`src/rtl/audio_pkg.sv`:
```
// Shared types and helpers for the audio output stage.
// Optional build macro AUDIO_ADV_SYNC_EN is consumed by audio_out_stage.
package audio_pkg;

   localparam int SAMPLE_W = 24;
   localparam int GAIN_W   = 5;
   localparam logic [GAIN_W-1:0] GAIN_UNITY = 5'd16;

   typedef logic signed [SAMPLE_W-1:0] sample_t;
   typedef logic [GAIN_W-1:0]          gain_t;

   typedef enum logic [1:0] {
      IDLE,
      SCALE,
      OUT
   } out_state_t;

   // Volume 15 maps to unity, so the target never exceeds GAIN_UNITY.
   function automatic gain_t gain_target(input logic i_mute, input logic [3:0] i_vol);
      return i_mute ? gain_t'(0) : gain_t'({1'b0, i_vol} + 5'd1);
   endfunction

   function automatic gain_t gain_step(input gain_t i_cur, input gain_t i_tgt);
      if (i_cur < i_tgt)
         return i_cur + 5'd1;
      else if (i_cur > i_tgt)
         return i_cur - 5'd1;
      else
         return i_cur;
   endfunction

endpackage

```
`src/rtl/sample_fifo.sv`:
```
// Small first-word-fall-through FIFO; dout always shows the oldest entry.
// Callers qualify push/pop against full/empty.
module sample_fifo #(
   parameter int DEPTH = 8,
   parameter int WIDTH = 24
) (
   input  logic             i_clk,
   input  logic             i_rst_n,
   input  logic             i_push,
   input  logic             i_pop,
   input  logic [WIDTH-1:0] i_din,
   output logic [WIDTH-1:0] o_dout,
   output logic             o_full,
   output logic             o_empty
);

   localparam int AW = $clog2(DEPTH);
   localparam int CW = AW + 1;
   localparam logic [AW-1:0] PTR_ONE  = AW'(1);
   localparam logic [CW-1:0] CNT_ONE  = CW'(1);
   localparam logic [CW-1:0] CNT_FULL = CW'(DEPTH);

   logic [WIDTH-1:0] r_mem [DEPTH];
   logic [AW-1:0]    r_wr_ptr;
   logic [AW-1:0]    r_rd_ptr;
   logic [CW-1:0]    r_count;

   // Storage carries no reset so it can map onto distributed RAM.
   always_ff @(posedge i_clk) begin
      if (i_push)
         r_mem[r_wr_ptr] <= i_din;
   end

   always_ff @(posedge i_clk or negedge i_rst_n) begin
      if (!i_rst_n) begin
         r_wr_ptr <= '0;
         r_rd_ptr <= '0;
         r_count  <= '0;
      end else begin
         if (i_push)
            r_wr_ptr <= r_wr_ptr + PTR_ONE;
         if (i_pop)
            r_rd_ptr <= r_rd_ptr + PTR_ONE;
         case ({i_push, i_pop})
            2'b10:   r_count <= r_count + CNT_ONE;
            2'b01:   r_count <= r_count - CNT_ONE;
            default: r_count <= r_count;
         endcase
      end
   end

   assign o_dout  = r_mem[r_rd_ptr];
   assign o_full  = (r_count == CNT_FULL);
   assign o_empty = (r_count == '0);

endmodule

```
`src/rtl/audio_out_stage.sv`:
```
// Mixer-to-codec output stage: FIFO, ramped master gain/mute, codec write handshake.
// Define AUDIO_ADV_SYNC_EN to treat sample_valid as a raw asynchronous advance clock.
module audio_out_stage #(
   parameter int DEPTH    = 8,
   parameter int SAMPLE_W = audio_pkg::SAMPLE_W,
   parameter int OVF_W    = 8
) (
   input  logic                CLOCK_50,
   input  logic                reset,
   input  logic [SAMPLE_W-1:0] sample_in,
   input  logic                sample_valid,
   input  logic [3:0]          master_vol,
   input  logic                mute,
   input  logic                write_ready,
   output logic                write,
   output logic [SAMPLE_W-1:0] writedata_left,
   output logic [SAMPLE_W-1:0] writedata_right,
   output logic                fifo_full,
   output logic [OVF_W-1:0]    overflow_cnt
);

   import audio_pkg::*;

   localparam int PW = SAMPLE_W + 5;
   localparam logic [OVF_W-1:0] OVF_ONE = OVF_W'(1);

   logic                       w_push_stb;
   logic [SAMPLE_W-1:0]        w_push_data;
   logic                       w_push;
   logic                       w_pop;
   logic                       w_drop;
   logic                       w_fifo_full;
   logic                       w_fifo_empty;
   logic [SAMPLE_W-1:0]        w_fifo_dout;
   logic signed [PW-1:0]       w_product;
   logic signed [SAMPLE_W-1:0] w_scaled;
   logic                       w_unused_bits;

   out_state_t                 r_state;
   logic signed [SAMPLE_W-1:0] r_sample;
   logic signed [SAMPLE_W-1:0] r_wdata;
   gain_t                      r_gain;
   logic [OVF_W-1:0]           r_ovf;

`ifdef AUDIO_ADV_SYNC_EN
   logic                r_sync1;
   logic                r_sync2;
   logic                r_sync3;
   logic                r_push_stb;
   logic [SAMPLE_W-1:0] r_push_data;

   // sample_in must be stable around the raw edge; it is captured with the detected edge.
   always_ff @(posedge CLOCK_50 or negedge reset) begin
      if (!reset) begin
         r_sync1     <= 1'b0;
         r_sync2     <= 1'b0;
         r_sync3     <= 1'b0;
         r_push_stb  <= 1'b0;
         r_push_data <= '0;
      end else begin
         r_sync1    <= sample_valid;
         r_sync2    <= r_sync1;
         r_sync3    <= r_sync2;
         r_push_stb <= r_sync2 & ~r_sync3;
         if (r_sync2 & ~r_sync3)
            r_push_data <= sample_in;
      end
   end

   assign w_push_stb  = r_push_stb;
   assign w_push_data = r_push_data;
`else
   assign w_push_stb  = sample_valid;
   assign w_push_data = sample_in;
`endif

   // A push into a full FIFO still succeeds when the FSM pops in the same cycle.
   assign w_pop  = (r_state == IDLE) && !w_fifo_empty;
   assign w_push = w_push_stb && (!w_fifo_full || w_pop);
   assign w_drop = w_push_stb && w_fifo_full && !w_pop;

   sample_fifo #(
      .DEPTH (DEPTH),
      .WIDTH (SAMPLE_W)
   ) u_fifo (
      .i_clk   (CLOCK_50),
      .i_rst_n (reset),
      .i_push  (w_push),
      .i_pop   (w_pop),
      .i_din   (w_push_data),
      .o_dout  (w_fifo_dout),
      .o_full  (w_fifo_full),
      .o_empty (w_fifo_empty)
   );

   // g <= 16, so bits [SAMPLE_W+3:4] hold the floored, non-saturating result.
   assign w_product     = PW'(r_sample) * PW'($signed({1'b0, r_gain}));
   assign w_scaled      = w_product[SAMPLE_W+3:4];
   assign w_unused_bits = ^{w_product[PW-1:SAMPLE_W+4], w_product[3:0]};

   always_ff @(posedge CLOCK_50 or negedge reset) begin
      if (!reset) begin
         r_state  <= IDLE;
         r_sample <= '0;
         r_wdata  <= '0;
         r_gain   <= '0;
      end else begin
         case (r_state)
            IDLE: begin
               if (!w_fifo_empty) begin
                  r_sample <= w_fifo_dout;
                  r_state  <= SCALE;
               end
            end
            SCALE: begin
               r_wdata <= w_scaled;
               r_gain  <= gain_step(r_gain, gain_target(mute, master_vol));
               r_state <= OUT;
            end
            OUT: begin
               if (write_ready)
                  r_state <= IDLE;
            end
            default: r_state <= IDLE;
         endcase
      end
   end

   always_ff @(posedge CLOCK_50 or negedge reset) begin
      if (!reset)
         r_ovf <= '0;
      else if (w_drop && (r_ovf != '1))
         r_ovf <= r_ovf + OVF_ONE;
   end

   // OUT always returns to IDLE after a write, so strobes can never be adjacent.
   assign write           = (r_state == OUT) && write_ready;
   assign writedata_left  = r_wdata;
   assign writedata_right = r_wdata;
   assign fifo_full       = w_fifo_full;
   assign overflow_cnt    = r_ovf;

endmodule

```
`config.mk`:
```
export PLATFORM = sky130hd
export DESIGN_NAME = audio_out_stage
export DESIGN_NICKNAME = d
export VERILOG_FILES = /design/src/rtl/audio_pkg.sv /design/src/rtl/sample_fifo.sv /design/src/rtl/audio_out_stage.sv
export SDC_FILE = /design/constraint.sdc
export NUM_CORES = 1
export LEC_CHECK = 0
export CAP_MARGIN = 20
export CORE_MARGIN = 4
export CORE_UTILIZATION = 54
export CTS_CLUSTER_DIAMETER = 80
export CTS_CLUSTER_SIZE = 12
export DETAILED_ROUTE_END_ITERATION = 6
export HOLD_SLACK_MARGIN = 0.15
export PLACE_DENSITY = 0.87
export SLEW_MARGIN = 20
export SYNTH_ARGS = -nofsm -noshare
export SYNTH_HDL_FRONTEND = slang
export SYNTH_SLANG_ARGS = --single-unit
```
`constraint.sdc`:
```
create_clock -name CLOCK_50 -period 4.15 [get_ports CLOCK_50]
set_input_delay 0.83 -clock CLOCK_50 [delete_from_list [all_inputs] [get_ports CLOCK_50]]
set_output_delay 0.83 -clock CLOCK_50 [all_outputs]
set_load 0.005 [all_outputs]
```
==> results.toml <==
[global_routing]
grt_max_degree = 74
track_usage_pct = 20.66
antenna_found_initial = 1
grt_pass1_vias = 9471
grt_pass1_wl_um = 50580
grt_remaining_overflow = 0

[drt]
drt-total-wl_um = 32040
num_vias = 9265
drcViolationCount = 0
drt_pass1_iterations = 5
antenna_left = 0
wire_per_inst_um = 19.57
viasPerCell = 5.660
first_iter_violations = 773

[job]
cap_violations = 0

[final_layout]
fillers = 1823
multiInputGateArea_um2 = 6764
syn2layout_area_growth_pct = 19.06
drive_above_1_share_pct = 19.21
final_util_pct = 65.47
regArea_um2 = 7601
layout.nets = 1444
diodes = 0
fin_area_um2 = 17640

[floorplanning]
initial_core_util_pct = 54.99
ioPinCount = 91
core_um2 = 26950
die_width_um = 173.7
die_h_um = 173.7
dieArea_um2 = 30160
row_count = 60

[synthesis]
synthFlopType = "edfxtp_1"
synth_cells = 1142
syn-num-nets = 1310
avgSynthCellArea_um2 = 12.98
yosysWarnings = 0
async_flop_share_pct = 27.55
synth_area_um2 = 14820
synth_edf_count = 192
yosysSeqAreaShare_pct = 51.23
ys_ff_latch = 265
ys_types = 57

[run_status]
status = "complete, no violations"

[clocking]
clkLatencyLatePin_ns = 0.55
root_buffer = "clkbuf_16"
clock_path_buffers = 3
clk_pin_slew_ns = 0.06
cts_tree = "built"
numClockSinks = 265
cts_hold_buf = 0
cts_buffers = 26
htree_levels = 1

[worst_setup_path]
arrival_ns = 4.54
critPathKind = "flop to flop"
worstSetupStartpointType = "flop"
critPathRequiredTime_ns = 4.57
cp-end-kind = "flop"
path_max_fanout = 8

[sta]
setup_violations = 0
fmax_mhz = 242.8
grt_setup_unrepaired = "true"
final.setup_skew_ns = 0.01586
drv_slew = 0
slew_headroom_pct = 38.51
worstMarginPinSlew_ns = 0.9223
finalCritPeriodShare_pct = 99.24
min_period_ns = 4.118
hold_viol = 0
timing.final.ws_setup_ns = 0.03173
timing.setup.tns_ns = 0

[placement]
hpwlAfterDp_um = 20890
place_area_um2 = 16370
port_buffers = 90
gp_congestion = 0.9004
post-place-ws_ns = -0.1850

[worst_hold_path]
hp-class = "input pin to asynchronous set/reset pin"
## cells in the mapped netlist, types with 3 or more instances
cell type / instances / area [um^2]
mux2_2: 5 / 56.30
nor3_1: 10 / 50.05
buf_1: 3 / 11.26
xnor2_1: 25 / 219.0
o21ai_1: 12 / 60.06
clkbuf_1: 28 / 105.1
and2_2: 3 / 22.52
nor2_1: 21 / 78.83
edfxtp_1: 192 / 5766
a21o_1: 15 / 112.6
o21ai_0: 47 / 235.2
nor4_1: 3 / 18.77
mux4_2: 48 / 1081
o21a_1: 4 / 30.03
dfrtp_1: 73 / 1827
and3_1: 6 / 37.54
mux2i_1: 26 / 260.3
and2_1: 108 / 675.7
o211ai_1: 3 / 22.52
inv_1: 124 / 465.5
nand3_1: 9 / 45.04
a211oi_1: 7 / 52.55
nand2_1: 93 / 349.1
nand2b_1: 12 / 75.07
fa_1: 72 / 1441
a21oi_1: 30 / 150.1
ha_1: 63 / 788.3
xor2_1: 14 / 122.6
nand4_1: 10 / 62.56
buf_2: 10 / 50.05
nor2b_1: 5 / 31.28
buf_4: 27 / 202.7
## cell usage in the layout, fill, tap and decap left out, drive strengths merged, types with 12 or more instances in the layout
cell,synthesis,routed
a21o,15,15
a21oi,30,30
and2,111,111
buf,40,85
clkbuf,28,44
clkdlybuf4s50,0,89
dfrtp,73,73
edfxtp,192,192
fa,72,72
ha,63,63
inv,124,124
mux2i,26,26
mux4,48,48
nand2,93,93
nand2b,12,12
nor2,21,21
o21ai,60,60
xnor2,25,25
xor2,14,14
## area by class of cell
cell class	count	share of cell area (%)
Tap cell	341	2.418
Timing Repair Buffer	174	9.063
Sequential cell	265	43.08
Inverter	124	2.638
Clock buffer	44	4.070
Clock inverter	4	0.3971
Multi-Input combinational cell	685	38.34
## critical path, cell delays in order, from the launching register on
cell and delay [ns]:
dfrtp_2 0.48, buf_4 0.16, and2_1 0.14, fa_1 0.46, fa_1 0.56, inv_1 0.05
fa_1 0.47, inv_1 0.04, ha_1 0.31, a21oi_2 0.25, o22ai_2 0.12, a21oi_2 0.22
buf_4 0.14, a21oi_2 0.06, or3_1 0.30, a31o_1 0.22
## final timing paths
kind | from | endpoint | slack [ns] | depth (start not counted)
setup / recovery | r_gain[0]$_DFFE_PN0P_ | writedata_left[16]$_DFFE_PN0P_ | 0.03 | 15
hold / removal | reset | r_state[1]$_DFFE_PN0P_ | 0.43 | 1
setup reg to reg | r_gain[0]$_DFFE_PN0P_ | writedata_left[16]$_DFFE_PN0P_ | 0.03 | 15
hold reg to reg | overflow_cnt[7]$_DFFE_PN0P_ | overflow_cnt[7]$_DFFE_PN0P_ | 0.50 | 1
max in group asynchronous | reset | r_gain[2]$_DFFE_PN0P_ | 3.06 | 1
min in group CLOCK_50 | overflow_cnt[7]$_DFFE_PN0P_ | overflow_cnt[7]$_DFFE_PN0P_ | 0.50 | 1
## through the flow
stage / hold WS [ns] / std cells
2_1_floorplan: 0.4612 / 1142
3_3_place_gp: 0.4808 / 1573
3_5_place_dp: 0.4869 / 1573
4_1_cts: 0.4437 / 1621
5_1_grt: 0.5076 / 1637
6_report: 0.4280 / 1637
## flip-flops by register name (all words and copies together), names as in the netlist
name and cells:
u_fifo.r_count 4, u_fifo.r_mem 192, u_fifo.r_wr_ptr 3, overflow_cnt 8, r_sample 24, r_gain 5, writedata_left 24, u_fifo.r_rd_ptr 3
r_state 2
## per-layer routing
metal  part of all wire [%]  up-vias  track usage [%]  routed length [um]
li1                       -     4239                -                   -
met5                  0.037        -                0                  12
met2                     52      351            36.04               16500
met4                    2.9        2            5.675                 914
met1                     39     4607            26.67               12590
met3                    6.3       66            4.079                2014
## timing repair
item	in CTS	in global routing
hold endpoints to repair	0	0
gates resized for setup	4	79
pin swaps	0	44
endpoints found under the setup margin	15	17
buffers inserted	0	17
## kinds of logic after synthesis
kind of cell	after synthesis	synth area share, %
buffers and inverters	192	5.632
DFF	265	51.23
xor gates and xnor gates	40	2.457
adders and majority gates	135	15.05
muxes	79	9.431
and+or+nand+nor	290	10.35
AOI/OAI and AO/OA	141	5.851
Power is not shown: default switching activity piles up to over one toggle a cycle in this logic, so the estimate is an artifact.
